**src/rtl/main_mem_responder.sv**
```systemverilog
// ---------------------------------------------------------------------------
// main_mem_responder
//
// Backing-memory responder for a cache bank fill / eviction initiator.
// A read command is acknowledged with a one-cycle pulse, waits RD_LAT idle
// cycles, then streams 512 words of the selected bank out of a synchronous
// RAM as registered beats. A write (eviction) burst acknowledges and writes
// one word per cycle while wr_req is high, until 512 words are stored.
//
// Optional feature macro: MEM_RD_THROTTLE_EN
//   When defined, the read burst skips one issue slot after every three
//   issued words (2-bit phase counter), so 512 beats take 682 cycles.
//
// Parameters
//   DATA_W  width of one transfer word
//   BANK_W  width of the bank base address
//   RD_LAT  idle cycles between read ack and first RAM read issue (0 legal)
//
// Ports
//   clk          clock, all logic on its rising edge
//   rst          synchronous active-high reset
//   rd_req       bank fill request (level, held until acked)
//   wr_req       eviction word valid (level, held for the whole burst)
//   bank_addr    bank base address, captured when a command is accepted
//   wr_data      eviction word, valid while wr_req is high
//   mem_wr_ack   read: command-accept pulse; write: per-word accept strobe
//   cache_wr_en  read beat valid strobe
//   rd_data      read beat data, zero when no beat
//   ram_addr     backing RAM word address {bank, word index}
//   ram_we       backing RAM write enable
//   ram_wdata    backing RAM write data
//   ram_rdata    backing RAM read data, valid one cycle after ram_addr
//   busy         high whenever the responder is not idle
// ---------------------------------------------------------------------------
module main_mem_responder #(
    parameter int DATA_W = 32,
    parameter int BANK_W = 7,
    parameter int RD_LAT = 4
) (
    input  logic              clk,
    input  logic              rst,
    input  logic              rd_req,
    input  logic              wr_req,
    input  logic [BANK_W-1:0] bank_addr,
    input  logic [DATA_W-1:0] wr_data,
    output logic              mem_wr_ack,
    output logic              cache_wr_en,
    output logic [DATA_W-1:0] rd_data,
    output logic [BANK_W+8:0] ram_addr,
    output logic              ram_we,
    output logic [DATA_W-1:0] ram_wdata,
    input  logic [DATA_W-1:0] ram_rdata,
    output logic              busy
);

    localparam int LAT_W = (RD_LAT > 1) ? $clog2(RD_LAT) : 1;
    localparam logic [LAT_W-1:0] LAT_LAST = LAT_W'((RD_LAT > 0) ? RD_LAT - 1 : 0);

    typedef enum logic [2:0] {
        IDLE,
        RD_ACK,
        RD_WAIT,
        RD_BURST,
        WR_BURST,
        DONE
    } state_t;

    state_t            state;
    state_t            next_state;
    logic [BANK_W-1:0] bank_q;
    // Bit 9 is the terminal flag: once set, the burst has moved all 512
    // words and no further issue or write can happen before IDLE.
    logic [9:0]        idx_cnt;
    logic [LAT_W-1:0]  lat_cnt;
    logic              beat_q;
    logic              rd_slot;
    logic              rd_issue;
    logic              wr_fire;
    logic              last_word;

    assign last_word = (idx_cnt[8:0] == 9'd511);

`ifdef MEM_RD_THROTTLE_EN
    logic [1:0] phase;

    // Phase 3 is a dead slot, giving a 3-on / 1-off issue pattern.
    assign rd_slot = (phase != 2'd3);

    always_ff @(posedge clk) begin
        if (rst) begin
            phase <= 2'd0;
        end else if (state != RD_BURST && next_state == RD_BURST) begin
            phase <= 2'd0;
        end else if (state == RD_BURST) begin
            phase <= phase + 2'd1;
        end
    end
`else
    assign rd_slot = 1'b1;
`endif

    always_comb begin
        next_state = state;
        mem_wr_ack = 1'b0;
        ram_we     = 1'b0;
        ram_addr   = '0;
        ram_wdata  = '0;
        rd_issue   = 1'b0;
        wr_fire    = 1'b0;
        case (state)
            IDLE: begin
                if (wr_req) begin
                    next_state = WR_BURST;
                end else if (rd_req) begin
                    next_state = RD_ACK;
                end
            end
            RD_ACK: begin
                mem_wr_ack = 1'b1;
                next_state = (RD_LAT == 0) ? RD_BURST : RD_WAIT;
            end
            RD_WAIT: begin
                if (lat_cnt == LAT_LAST) begin
                    next_state = RD_BURST;
                end
            end
            RD_BURST: begin
                if (!idx_cnt[9] && rd_slot) begin
                    rd_issue = 1'b1;
                    ram_addr = {bank_q, idx_cnt[8:0]};
                    if (last_word) begin
                        next_state = DONE;
                    end
                end
            end
            WR_BURST: begin
                if (wr_req && !idx_cnt[9]) begin
                    wr_fire    = 1'b1;
                    mem_wr_ack = 1'b1;
                    ram_we     = 1'b1;
                    ram_addr   = {bank_q, idx_cnt[8:0]};
                    ram_wdata  = wr_data;
                    if (last_word) begin
                        next_state = DONE;
                    end
                end
            end
            DONE: begin
                // Wait for the initiator to release both requests so a
                // lingering wr_req cannot start a second burst.
                if (!rd_req && !wr_req) begin
                    next_state = IDLE;
                end
            end
            default: begin
                next_state = IDLE;
            end
        endcase
    end

    always_ff @(posedge clk) begin
        if (rst) begin
            state   <= IDLE;
            bank_q  <= '0;
            idx_cnt <= '0;
            lat_cnt <= '0;
            beat_q  <= 1'b0;
        end else begin
            state  <= next_state;
            beat_q <= rd_issue;
            if (state == IDLE) begin
                idx_cnt <= '0;
                lat_cnt <= '0;
                if (next_state != IDLE) begin
                    bank_q <= bank_addr;
                end
            end else if (rd_issue || wr_fire) begin
                idx_cnt <= idx_cnt + 10'd1;
            end
            if (state == RD_WAIT) begin
                lat_cnt <= lat_cnt + 1'b1;
            end
        end
    end

    // The RAM output register holds the beat data; the beat strobe is
    // registered alongside it, and data is forced to zero outside beats so
    // a read in flight during reset never shows up on rd_data.
    assign cache_wr_en = beat_q;
    assign rd_data     = beat_q ? ram_rdata : '0;
    assign busy        = (state != IDLE);

endmodule

```
**config.mk**
```make
export PLATFORM = sky130hd
export DESIGN_NAME = main_mem_responder
export DESIGN_NICKNAME = d
export VERILOG_FILES = /design/src/rtl/main_mem_responder.sv
export SDC_FILE = /design/constraint.sdc
export NUM_CORES = 1
export LEC_CHECK = 0
export ABC_AREA = 1
export CORE_ASPECT_RATIO = 0.7
export CORE_UTILIZATION = 30
export DETAILED_ROUTE_END_ITERATION = 6
export PLACE_DENSITY = 0.76
export SKIP_CTS_REPAIR_TIMING = 1
export SYNTH_ARGS = -nofsm -noshare
export SYNTH_HDL_FRONTEND = slang
export SYNTH_SLANG_ARGS = --single-unit
```
**constraint.sdc**
```tcl
create_clock -name clk -period 3 [get_ports clk]
set_input_delay 0.6 -clock clk [delete_from_list [all_inputs] [get_ports clk]]
set_output_delay 0.6 -clock clk [all_outputs]
set_load 0.05 [all_outputs]
```
After elaboration in Yosys (flattened, before gate mapping) --
Index checks and enable logic that the tools add are counted.
Operators by class: add/subtract/negate cells 2, eq/ne operators 7, muxes and demuxes 21, reduce and logical (&&, ||, !) cells 12
Operators by type and width (count):
- $mux 32 | 3
- $mux 16 | 2
- $pmux 16 s2 | 1
- $mux 3 | 7
- $pmux 3 s6 | 1
- $add 10x1->10 const B | 1
- $eq 9x9->1 const B | 1
- $eq 3x2->1 const B | 2
- $eq 3x3->1 const B | 2
- $reduce_bool 3->1 | 2
- $mux 1 | 4
- $mux 2 | 2
- $eq 3x1->1 const B | 1
- $logic_not 1->1 | 3
- $logic_not 3->1 | 1
- $add 2x1->2 const B | 1
- $eq 2x2->1 const B | 1
- $logic_and 1x1->1 | 2
- $pmux 1 s2 | 1
- $reduce_and 2->1 | 1
- $reduce_bool 2->1 | 1
- $reduce_or 2->1 | 1
- $logic_or 1x1->1 | 1
Storage, ports and cells: bits in registers 23, input port bits 75, output and inout bits 84, logic and storage cells 47

Longest topological paths before layout --
depth in word-level cells 6, gate-level depth with buffers 17

Worst setup path before layout --
Ideal clock, no wire load.
kind in2out, start input wr_req, end output ram_addr[10], arrival 1.779 ns, setup slack 0.621 ns, stages 5, buffers on the path 1, cell sequence nand4_4 > nand2_4 > inv_2 > buf_2 > nor2_1
On the way: longest elaborated chain between the ends 3
Ends and longest elaborated chain:
- start, declared | RTL line 43 | input logic wr_req,
- $logic_and 1x1->1 | RTL line 137 | if (wr_req && !idx_cnt[9]) begin
- $mux 16 | RTL line 137
- $pmux 16 s2 | RTL line 110 | case (state)
- end, declared | RTL line 49 | output logic [BANK_W+8:0] ram_addr,
No other way between the ends.

Worst setup path in the final report --
start input wr_req, end output ram_addr[1]
The elaborated chain is that of the path after synthesis.

==> metrics.md <==
| Metric | Value |
|---|---|
| Largest net degree at the start of global routing | `35` |
| DIE AREA | `6547 um^2` |
| Average size of a mapped cell | `5.556 um^2` |
| Least-Margin Pin Slew | `520.9 ps` |
| Routability Congestion | `0.8396` |
| Pleak | `0.002041 uW` |
| DP Wirelength | `5846 um` |
| Core Box Area | `5871 um^2` |
| Post-synthesis sequential area ratio | `0.2466` |
| Total Nets Final | `569` |
| Mapped Area | `1867 um^2` |
| Routed WL per cell | `12.32 um` |
| Max_cap viols | `0` |
| Setup TNS | `0 ps` |
| CP Cell Sequence | `clkdlybuf4s50_1, nand4_4, nand2_4, inv_2, nor2_1, buf_12` |
| Slowest cell on the critical path | `clkdlybuf4s50_1` |
| Max_slew headroom | `0.6516` |
| Worst Setup SP | `wr_req` |
| Switching fraction of total power | `0.3778` |
| Worst vdd ir | `271.9 uV` |
| Most frequent cells in the layout | `clkdlybuf4s50_1, inv_1, nor2_1` |
| Root Driver | `clkbuf_8` |
| RSZ-0062 raised after global routing | `no` |
| Skew final | `3.585 ps` |
| Cell Rows | `23` |
| Hold Fails Final Rpt | `0` |
| Starting Density | `0.3180` |
| # port buffers | `158` |
| Outcome | `complete, no violations` |
| Slew Limit Fails | `0` |
| PwrDens | `268.3 nW/um^2` |
| Fin crit share | `0.8977` |
| Max FO, Critical Path | `23` |
| Fillers | `504` |
| Comb power frac | `0.491` |
| Vias in the first global route | `2161` |
| GRT Overall Usage | `0.2013` |
| Fmax | `371.3 MHz` |
| Diode count | `0` |
| Crit Path Class | `primary input to output port` |
| Routed WL | `6962 um` |
| Worst reg-to-reg setup slack | `840 ps` |
| Worst flop-to-flop path endpoint | `bank_q[2]` |
| Min-delay worst type | `flop to flop` |
| Clock Sink Count | `23` |
| CTS Buffer Depth | `2` |
| Setup crit start kind | `primary input` |
| Die height | `68 um` |
| H-Tree Depth | `1` |
| Tot Pwr | `1078 uW` |
| Drt first pass iters | `4` |
| CTS tree | `done` |
| Endpoints failing setup | `0` |
| Total global routing overflow | `0` |
| Commonest non-fill, non-tap cell in the layout | `clkdlybuf4s50_1` |
| Vias | `2386` |
| First-pass GRT wire length | `10030 um` |
| Syn_nets | `414` |
| Drc violations | `0` |
| Die W | `96.29 um` |
| Power Internal | `671.0 uW` |
| Initial drt markers | `69` |
| R2R depth | `15` |
| CTS Buf Count | `3` |
| Crit path to | `ram_addr[1]` |
| Critical path data arrival time | `2090 ps` |
| Area growth, synth to finish | `115.3%` |
| CP Capture Type | `output port` |
| Final Critical Period | `2693 ps` |
| Synth warn | `0` |
| R2R Path Start | `idx_cnt[1]` |
| Clk_lat worst skew | `270 ps` |
| Cell variety after synth | `26` |
| Net switching power | `407.5 uW` |
| I/O pin count | `159` |
| Fraction of layout cells with a size suffix above 1 | `0.1796` |
| Detail Route Antenna Nets | `0` |
| Flop pwr share | `0.326` |
| Req. time, crit path | `2400 ps` |
| Initial antenna violation count | `0` |
| Vias per cell | `4.223` |
| Reg clk slew, reported paths | `80 ps` |
| Synthesized flop and latch total | `23` |
| Synth Instances | `336` |
| Clock share of power | `0.182` |
| Max incr delay on CP | `610 ps` |
[state kept, by name, summed over array words and instances, names as in the netlist]
name	cells
cache_wr_en	1
state	3
bank_q	7
idx_cnt	10
lat_cnt	2
[power by group through the flow]
stage               sequential, uW  combinational [uW]  clock [uW]
floorplan                      350                 289           0
global placement               357                 522           0
detailed placement             358                 532           0
CTS                            352                 533         200
global route                   355                 569         213
finish                         352                 530         197
[kinds of logic (layout without fill, tap and decap cells)]
group,count (synthesis),after routing,synth area share
fa+ha+maj,3,3,0.02011
simple gates,171,171,0.4196
compound gates,24,24,0.06903
buf+inv,113,267,0.2353
xor+xnor,2,2,0.009385
flops,23,23,0.2466
[worst min path at each step]
stage | slack, ps | cells past startpoint | from | endpoint
floorplan | 430 | 1 | lat_cnt[0] | lat_cnt[0]
global placement | 440 | 1 | lat_cnt[0] | lat_cnt[0]
detailed placement | 470 | 1 | idx_cnt[6] | idx_cnt[6]
CTS | 480 | 1 | lat_cnt[0] | lat_cnt[0]
global route | 500 | 2 | bank_q[6] | bank_q[6]
finish | 480 | 1 | lat_cnt[0] | lat_cnt[0]
[final cells by class]
type / count / area (um^2) / area share
clock buffers: 3 / 41.29 / 0.01027
clock inverters: 1 / 5.005 / 0.001245
inverters: 102 / 382.9 / 0.09524
multi-input cells: 200 / 967.2 / 0.2406
flip-flops and latches: 23 / 460.4 / 0.1145
well taps: 75 / 93.84 / 0.02334
repair buffers: 161 / 2069 / 0.5148
[synth_stat cells]
cell type / n / area share
nand2_1: 64 / 0.13
dfxtp_1: 23 / 0.25
a31oi_1: 1 / 0.0034
xor2_1: 2 / 0.0094
o21ai_1: 2 / 0.0054
clkinv_1: 2 / 0.0040
a211oi_2: 1 / 0.0067
buf_6: 1 / 0.0060
nor2_2: 1 / 0.0034
buf_4: 1 / 0.0040
nor2_4: 7 / 0.042
nand4_1: 2 / 0.0067
inv_2: 4 / 0.0080
nor2_1: 73 / 0.15
a21oi_1: 17 / 0.046
ha_1: 3 / 0.020
nor3_1: 6 / 0.016
buf_2: 3 / 0.0080
clkbuf_1: 6 / 0.012
o21ai_0: 3 / 0.0080
nand3_1: 9 / 0.024
inv_1: 96 / 0.19
nand3_2: 4 / 0.021
nand4_4: 1 / 0.011
nand2_4: 2 / 0.012
nand2_2: 2 / 0.0067
[routing by layer]
layer | track usage | up-vias | wire length, um | part of all wire
met4 | 0.03358 | 0 | 42 | 0.0060
met5 | 0 | - | 0 | 0
met2 | 0.3785 | 74 | 3597 | 0.52
met1 | 0.2358 | 1048 | 2733 | 0.39
met3 | 0.04778 | 4 | 589 | 0.085
li1 | - | 1260 | - | -
[metrics by stage]
stage	hold WS (ps)	util	std cells	area, um^2	setup WS [ps]
finish	482.7	0.6848	565	4020	306.9
global route	502.1	0.6848	565	4020	197.1
CTS	481.2	0.6848	565	4020	294.3
detailed placement	465.7	0.6769	561	3974	307.3
global placement	442.4	0.6769	561	3974	372.8
floorplan	428.6	-	336	1867	621.3
[critical path: cells and delay by family]
| family | cells | cell delay [ps] |
|---|---|---|
| buffers and inverters | 3 | 960 |
| and+or+nand+nor | 3 | 520 |
No activity file was read; power rests on OpenSTA's default activity.
